<file path="src/rtl/packet_assembler.sv">
// packet_assembler: serialises one 32-clock HDMI data island packet.
// The 24-bit header and each of the four 56-bit subpackets get an 8-bit BCH parity byte
// (generator 1 + x^6 + x^7 + x^8). All of them go out LSB first on a 9-lane symbol bus.
// Lane 0 carries the header. Lanes [4:1] carry even subpacket bits and lanes [8:5] carry odd ones.
module packet_assembler (
  input  logic             clk_pixel,
  input  logic             reset,
  input  logic             data_island_period,
  input  logic [23:0]      header,
  input  logic [3:0][55:0] sub,
  output logic             packet_enable,
  output logic [4:0]       counter,
  output logic [8:0]       packet_data,
  output logic             packet_data_valid
);

  localparam logic [4:0] LAST_COUNT    = 5'd31;
  localparam logic [4:0] HDR_ECC_START = 5'd24;  // header data occupies counts 0..23
  localparam logic [4:0] SUB_ECC_START = 5'd28;  // subpacket data occupies counts 0..27
  localparam logic [7:0] BCH_POLY      = 8'h83;

  // One serial step of the BCH parity LFSR, fed LSB first.
  function automatic logic [7:0] ecc_step(input logic [7:0] ecc, input logic din);
    logic fb;
    fb = din ^ ecc[0];
    return {1'b0, ecc[7:1]} ^ (fb ? BCH_POLY : 8'h00);
  endfunction

  // ---------------------------------------------------------------------------
  // State
  // ---------------------------------------------------------------------------
  logic [4:0]       counter_q, counter_d;
  logic [23:0]      header_q, header_d;
  logic [3:0][55:0] sub_q, sub_d;
  logic [7:0]       hdr_ecc_q, hdr_ecc_d;
  logic [3:0][7:0]  sub_ecc_q, sub_ecc_d;
  logic [8:0]       packet_data_q, packet_data_d;
  logic             packet_data_valid_q, packet_data_valid_d;

  // ---------------------------------------------------------------------------
  // Combinational helpers
  // ---------------------------------------------------------------------------
  logic             first_symbol;   // counter sits on the first slot of a packet
  logic [23:0]      cur_header;     // header feeding the current symbol
  logic [3:0][55:0] cur_sub;        // subpackets feeding the current symbol
  logic             hdr_sym;
  logic [7:0]       hdr_ecc_base;
  logic [3:0][7:0]  sub_ecc_base;
  logic [3:0]       sub_even;
  logic [3:0]       sub_odd;

  assign first_symbol = (counter_q == 5'd0);

  // At count 0 the shadows still hold the previous packet, so the live inputs feed that symbol.
  assign cur_header = first_symbol ? header : header_q;
  assign cur_sub    = first_symbol ? sub    : sub_q;

  // The upstream generator advances on the last slot, so its new packet is presented at the next count 0.
  assign packet_enable = data_island_period && (counter_q == LAST_COUNT);

  assign counter           = counter_q;
  assign packet_data       = packet_data_q;
  assign packet_data_valid = packet_data_valid_q;

  // Slot counter and input capture. Leaving the island forces the counter back to 0.
  always_comb begin
    // NOTE: every signal driven here gets a default first so no latch is inferred.
    counter_d = 5'd0;
    header_d  = header_q;
    sub_d     = sub_q;
    if (data_island_period) begin
      counter_d = counter_q + 5'd1;  // 31 wraps naturally to 0
      if (first_symbol) begin
        header_d = header;
        sub_d    = sub;
      end
    end
  end

  // Header lane: data bits for counts 0..23, then the parity byte for counts 24..31.
  always_comb begin
    hdr_ecc_base = first_symbol ? 8'h00 : hdr_ecc_q;
    hdr_ecc_d    = hdr_ecc_q;
    hdr_sym      = 1'b0;
    if (counter_q < HDR_ECC_START) begin
      hdr_sym   = cur_header[counter_q];
      hdr_ecc_d = ecc_step(hdr_ecc_base, hdr_sym);
    end else begin
      // Counts 24..31 have low three bits equal to (count - 24).
      hdr_sym = hdr_ecc_q[counter_q[2:0]];
    end
    if (!data_island_period) begin
      hdr_ecc_d = 8'h00;
    end
  end

  // Subpacket lanes: two data bits per clock for counts 0..27, then two parity bits per clock.
  always_comb begin
    sub_ecc_base = sub_ecc_q;
    sub_ecc_d    = sub_ecc_q;
    sub_even     = 4'd0;
    sub_odd      = 4'd0;
    for (int k = 0; k < 4; k++) begin
      sub_ecc_base[k] = first_symbol ? 8'h00 : sub_ecc_q[k];
      if (counter_q < SUB_ECC_START) begin
        sub_even[k]  = cur_sub[k][{counter_q, 1'b0}];
        sub_odd[k]   = cur_sub[k][{counter_q, 1'b1}];
        // The even bit precedes the odd bit in the serial order, so the LFSR steps twice.
        sub_ecc_d[k] = ecc_step(ecc_step(sub_ecc_base[k], sub_even[k]), sub_odd[k]);
      end else begin
        // Counts 28..31 have low two bits equal to (count - 28).
        sub_even[k] = sub_ecc_q[k][{counter_q[1:0], 1'b0}];
        sub_odd[k]  = sub_ecc_q[k][{counter_q[1:0], 1'b1}];
      end
      if (!data_island_period) begin
        sub_ecc_d[k] = 8'h00;
      end
    end
  end

  // Output symbol: idle symbols are all zero and valid tracks the island one clock late.
  always_comb begin
    packet_data_d       = 9'd0;
    packet_data_valid_d = data_island_period;
    if (data_island_period) begin
      packet_data_d = {sub_odd, sub_even, hdr_sym};
    end
  end

  // State register with asynchronous reset.
  always_ff @(posedge clk_pixel or posedge reset) begin
    if (reset) begin
      counter_q           <= 5'd0;
      // NOTE: the shadows are wide but cheap to clear. Resetting them keeps post-reset behaviour deterministic.
      header_q            <= 24'd0;
      sub_q               <= '0;
      hdr_ecc_q           <= 8'h00;
      sub_ecc_q           <= '0;
      packet_data_q       <= 9'd0;
      packet_data_valid_q <= 1'b0;
    end else begin
      // NOTE: non-blocking so every flop samples pre-edge values regardless of statement order.
      counter_q           <= counter_d;
      header_q            <= header_d;
      sub_q               <= sub_d;
      hdr_ecc_q           <= hdr_ecc_d;
      sub_ecc_q           <= sub_ecc_d;
      packet_data_q       <= packet_data_d;
      packet_data_valid_q <= packet_data_valid_d;
    end
  end

endmodule

</file>
<file path="config.mk">
export PLATFORM = sky130hd
export DESIGN_NAME = packet_assembler
export DESIGN_NICKNAME = d
export VERILOG_FILES = /design/src/rtl/packet_assembler.sv
export SDC_FILE = /design/constraint.sdc
export NUM_CORES = 1
export LEC_CHECK = 0
export BUFFER_PORTS_ARGS = -buffer_cell sky130_fd_sc_hd__buf_2
export CAP_MARGIN = 20
export CORE_MARGIN = 4
export CORE_UTILIZATION = 50
export DETAILED_ROUTE_END_ITERATION = 12
export GPL_ROUTABILITY_DRIVEN = 1
export PLACE_DENSITY_LB_ADDON = 0.15
export SYNTH_ARGS = -nofsm -noshare
export SYNTH_HDL_FRONTEND = slang
export SYNTH_SLANG_ARGS = --single-unit
</file>
<file path="constraint.sdc">
create_clock -name clk_pixel -period 15 [get_ports clk_pixel]
set_input_delay 2.25 -clock clk_pixel [delete_from_list [all_inputs] [get_ports clk_pixel]]
set_output_delay 2.25 -clock clk_pixel [all_outputs]
set_load 0.01 [all_outputs]
</file>
Yosys cells after proc, flatten, opt, wreduce, memory -nomap -nowiden
Cells that the tools add are included.
- reductions and logical operators: 2
- add/sub/neg operators: 1
- muxes and demuxes: 73
- bitwise operators: 18
- magnitude comparators: 8
- equality and inequality tests: 3
- operators by type and width (cell ; number):
    2-to-1 mux 224 bit ; 1
    2-to-1 mux 8 bit ; 24
    XOR 7 x 8 -> 8 bit ; 9
    binary-select mux 1 bit (select 5 bit) ; 9
    2-to-1 mux 1 bit ; 27
    2-to-1 mux 24 bit ; 1
    binary-select mux 1 bit (select 2 bit) ; 8
    < comparator 6 x 7 -> 1 bit, second input constant ; 2
    < comparator 3 x 4 -> 1 bit, second input constant ; 3
    < comparator 5 bit, second input constant ; 2
    2-to-1 mux 9 bit ; 1
    XOR 1 bit ; 9
    < comparator 5 x 6 -> 1 bit, second input constant ; 1
    adder 5 x 1 -> 5 bit, second input constant ; 1
    equality test 5 bit, second input constant ; 1
    logical NOT 5 bit ; 1
    2-to-1 mux 5 bit ; 1
    inequality test 2 x 1 -> 1 bit, second input constant ; 2
    binary-select mux 1 bit (select 3 bit) ; 1
    logical AND 1 bit ; 1
- bits of input ports: 251
- bits in registers: 303
- logic and storage cells: 118
- output and inout bits: 16

Longest topological paths before layout
- word-level depth: 12
- depth in mapped cells: 20
- mapped depth without buffers: 11

Least setup slack after synthesis
OpenSTA, ideal clock, no wires.
- path type: input -> output
- start point: input data_island_period
- end point: output packet_enable
- required time: 12.750 ns
- stages on the path: 3
- path slack: 9.867 ns
- data arrival time: 2.883 ns
- path buffers: 2
- cells stage by stage: clkbuf_1 -> clkbuf_1 -> and2_1
- cells in the longest elaborated chain, start to end: 1
- RTL lines (element ; line ; text):
    from (decl) ; 8 ; input logic data_island_period,
    logical AND 1 bit ; 59 ; assign packet_enable = data_island_period && (counter_q == LAST_COUNT);
    to (decl) ; 11 ; output logic packet_enable,
No other way between the ends.

Worst setup path in the final report
Ends and elaborated chain as after synthesis.

==> out/results.txt <==
DR vias: 11,993
Setup crit end kind: output port
Internal: 1877 uW
Synthesized Nets: 1,617
pwr/cell area: 142.8 mW/mm^2
CTS tree: yes
Main synth FF type: dfrtp_1
Core Util, Final: 0.6010
CP Launch Type: input port
Power Total: 2638 uW
final setup fails: 0
P&R area growth vs syn: 17.82%
asr flop ratio synth: 1.000
synth warn: 0
Root Driver: clkbuf_16
largest cells by area after synthesis: dfrtp_1 48%, mux2_2 19%, nand2_1 5.0%, mux4_2 4.3%, mux2i_1 3.5%
Max Slew Vio Count: 0
Worst-Margin Slew: 1.159 ns
gr usage total: 0.2648
Min Clock Period, post-route: 5.164 ns
DR WL/cell: 22.99 um
GP Congestion: 0.8231
CP max FO: 23
leakage: 0.008158 uW
Crit Path Class: in2out
Setup TNS: 0 ns
worst rel slew slack: 0.2238
Mapped Area: 0.01569 mm^2
Placed Area: 0.01724 mm^2
sw power: 761.6 uW
post-synth top area share: 0.4834
Row Count: 64
core footprint: 0.03075 mm^2
Hold WC Path Type: reg2reg
Post-Syn Area per Cell: 11.51 um^2
share of total power in the clock network: 0.332
Clock Latency Late Sink: 0.51 ns
post-synthesis cell type count: 69
I/O Pins: 267
Seq/Total Area, Yosys: 0.4834
Port Buffers: 266
Combinational Power Share: 0.246
die height: 185.1 um
CTS-repair resized insts: 0
Critical Path RT: 12.75 ns
fraction of power spent switching nets: 0.2886
Worst Path Arrival: 2.91 ns
RSZ-0062 raised after global routing: no
Tcrit/Tclk final: 0.3442
H-Tree Depth: 2
Final Net Count: 1,836
Max-Cap Viols: 0
register share of total power: 0.422
layout cells sized above 1: 0.4080
DPL Wire Length: 30,610 um
Fmax: 0.1937 GHz
Final ANT Viol Nets: 0
worst vdd ir: 101.9 uV
Max clock buf depth: 3
antenna violations before repair: 17
remaining routing DRC violations: 0
worst setup margin: 9.836 ns
result of the run: finished, final reports clean
number of global-route vias before repair: 11,903
Post-synth EDFFs: 0
Yosys reg bits: 303
hold_buf cts: 0
Die Area: 0.03427 mm^2
Final Instance Area: 0.01848 mm^2
starting density of the core: 0.5101
number of DRC markers in iteration 0: 864
most area-hungry cell type in the Yosys netlist: dfrtp_1
Clock transition at path regs: 0.06 ns
total CTS buffers: 35
DRT Pass-1 Iters: 5
Sink Count: 303
Post-Route WL: 46,180 um
Final Skew: 0.01935 ns
Die W: 185.1 um
global-route wire length before repair: 70,020 um
Vias/cell: 5.970
largest net degree at the start of global routing: 119
gr ovfl total: 0
Gate Count Post-Synth: 1,363
setup slack after placement: 9.750 ns
Final Hold Fails: 0
Post-CTS Setup Bufs: 0
## cell usage after synthesis (10+ instances only)
master,number
clkbuf_1,62
a31oi_1,22
and3_1,12
o21ai_1,10
a22o_1,21
nor2_1,22
buf_2,19
nor3_1,10
a21oi_1,35
xnor2_1,25
o211ai_1,11
mux2i_1,55
mux2_2,259
buf_1,16
mux4_2,30
o21ai_0,43
nand3_1,49
dfrtp_1,303
nand2_1,211
## stage by stage
step	cells	hold WS (ns)
floorplan	1363	0.4671
global placement	1939	0.4784
detailed placement	1940	0.4873
CTS	2003	0.5002
global route	2008	0.5099
finish	2009	0.5010
## state kept, by name, summed over array words and instances, names as in the netlist
| signal | count |
|---|---|
| packet_data_valid | 1 |
| counter | 5 |
| hdr_ecc_q | 8 |
| sub_ecc_q | 32 |
| packet_data | 9 |
| header_q | 24 |
| sub_q | 224 |
## power groups by stage
stage                     logic [uW]  clock network (uW)  registers [uW]
after detailed placement         648                   0            1120
final                            650                 876            1110
after floorplan                  494                   0            1090
after CTS                        651                 893            1110
after global placement           633                   0            1110
after global routing             709                 926            1130
## cells by family (layout without fill, tap and decap cells)
kind of cell / count (synthesis) / in the layout / share of synthesized area
flops: 303 / 303 / 0.4834
simple gates: 345 / 345 / 0.09804
xor+xnor: 35 / 35 / 0.02050
other cells: 0 / 5 / 0
compound gates: 219 / 219 / 0.09868
buf+inv: 114 / 359 / 0.03287
fa+ha+maj: 3 / 3 / 0.002393
mux: 344 / 344 / 0.2641
## routing by layer
layer,GRT usage,share of wire
met1,0.3735,0.44
met5,0,0.0028
met4,0.05461,0.019
met3,0.06284,0.076
met2,0.4237,0.47
## final timing paths
kind / startpoint / end / slack [ns] / depth (start not counted)
worst max-delay path: data_island_period / packet_enable / 9.84 / 3
worst min-delay path: sub_q[101] / sub_q[101] / 0.50 / 1
worst max register to register: counter[2] / sub_q[49] / 10.24 / 7
worst min register to register: sub_q[101] / sub_q[101] / 0.50 / 1
max in group asynchronous: reset / counter[2] / 11.67 / 3
min in group asynchronous: reset / sub_q[82] / 1.82 / 2
## placed cells by master (no fill, tap or decap), types with 6 or more instances in the layout
cell       Yosys  layout
a21oi_1       35      35
a221oi_1       9       9
a22o_1        21      21
a31oi_1       22      22
a32oi_1        6       6
and2_1         9       9
and3_1        12      12
buf_2         19     266
buf_4          7      22
clkbuf_1      62       7
clkbuf_16      0      37
clkbuf_8       0      11
dfrtp_1      303     299
mux2_2       259     259
mux2i_1       55      55
mux4_2        30      30
nand2_1      211     210
nand3_1       49      49
nand4_1        7       7
nor2_1        22      21
nor3_1        10      10
o2111ai_1      7       7
o211ai_1      11      11
o21ai_0       43      43
o21ai_1       10      10
o221ai_1       6       6
o22ai_1        9       9
xnor2_1       25      25
xor2_1         9       9
## worst max-delay path, cell delays in order
cell and delay, ns:
buf_2 0.33, and2_1 0.20, buf_2 0.13
## cell type report
| class | instances | area [um^2] |
|---|---|---|
| clock inverters | 8 | 92.59 |
| inverters | 5 | 26.28 |
| multi-input cells | 946 | 7606 |
| flip-flops and latches | 303 | 7590 |
| repair buffers | 291 | 1554 |
| fillers | 2609 | 12270 |
| clock buffers | 55 | 1104 |
| well taps | 396 | 495.5 |
| diodes | 5 | 12.51 |
Power figures use the tool's default switching activity.
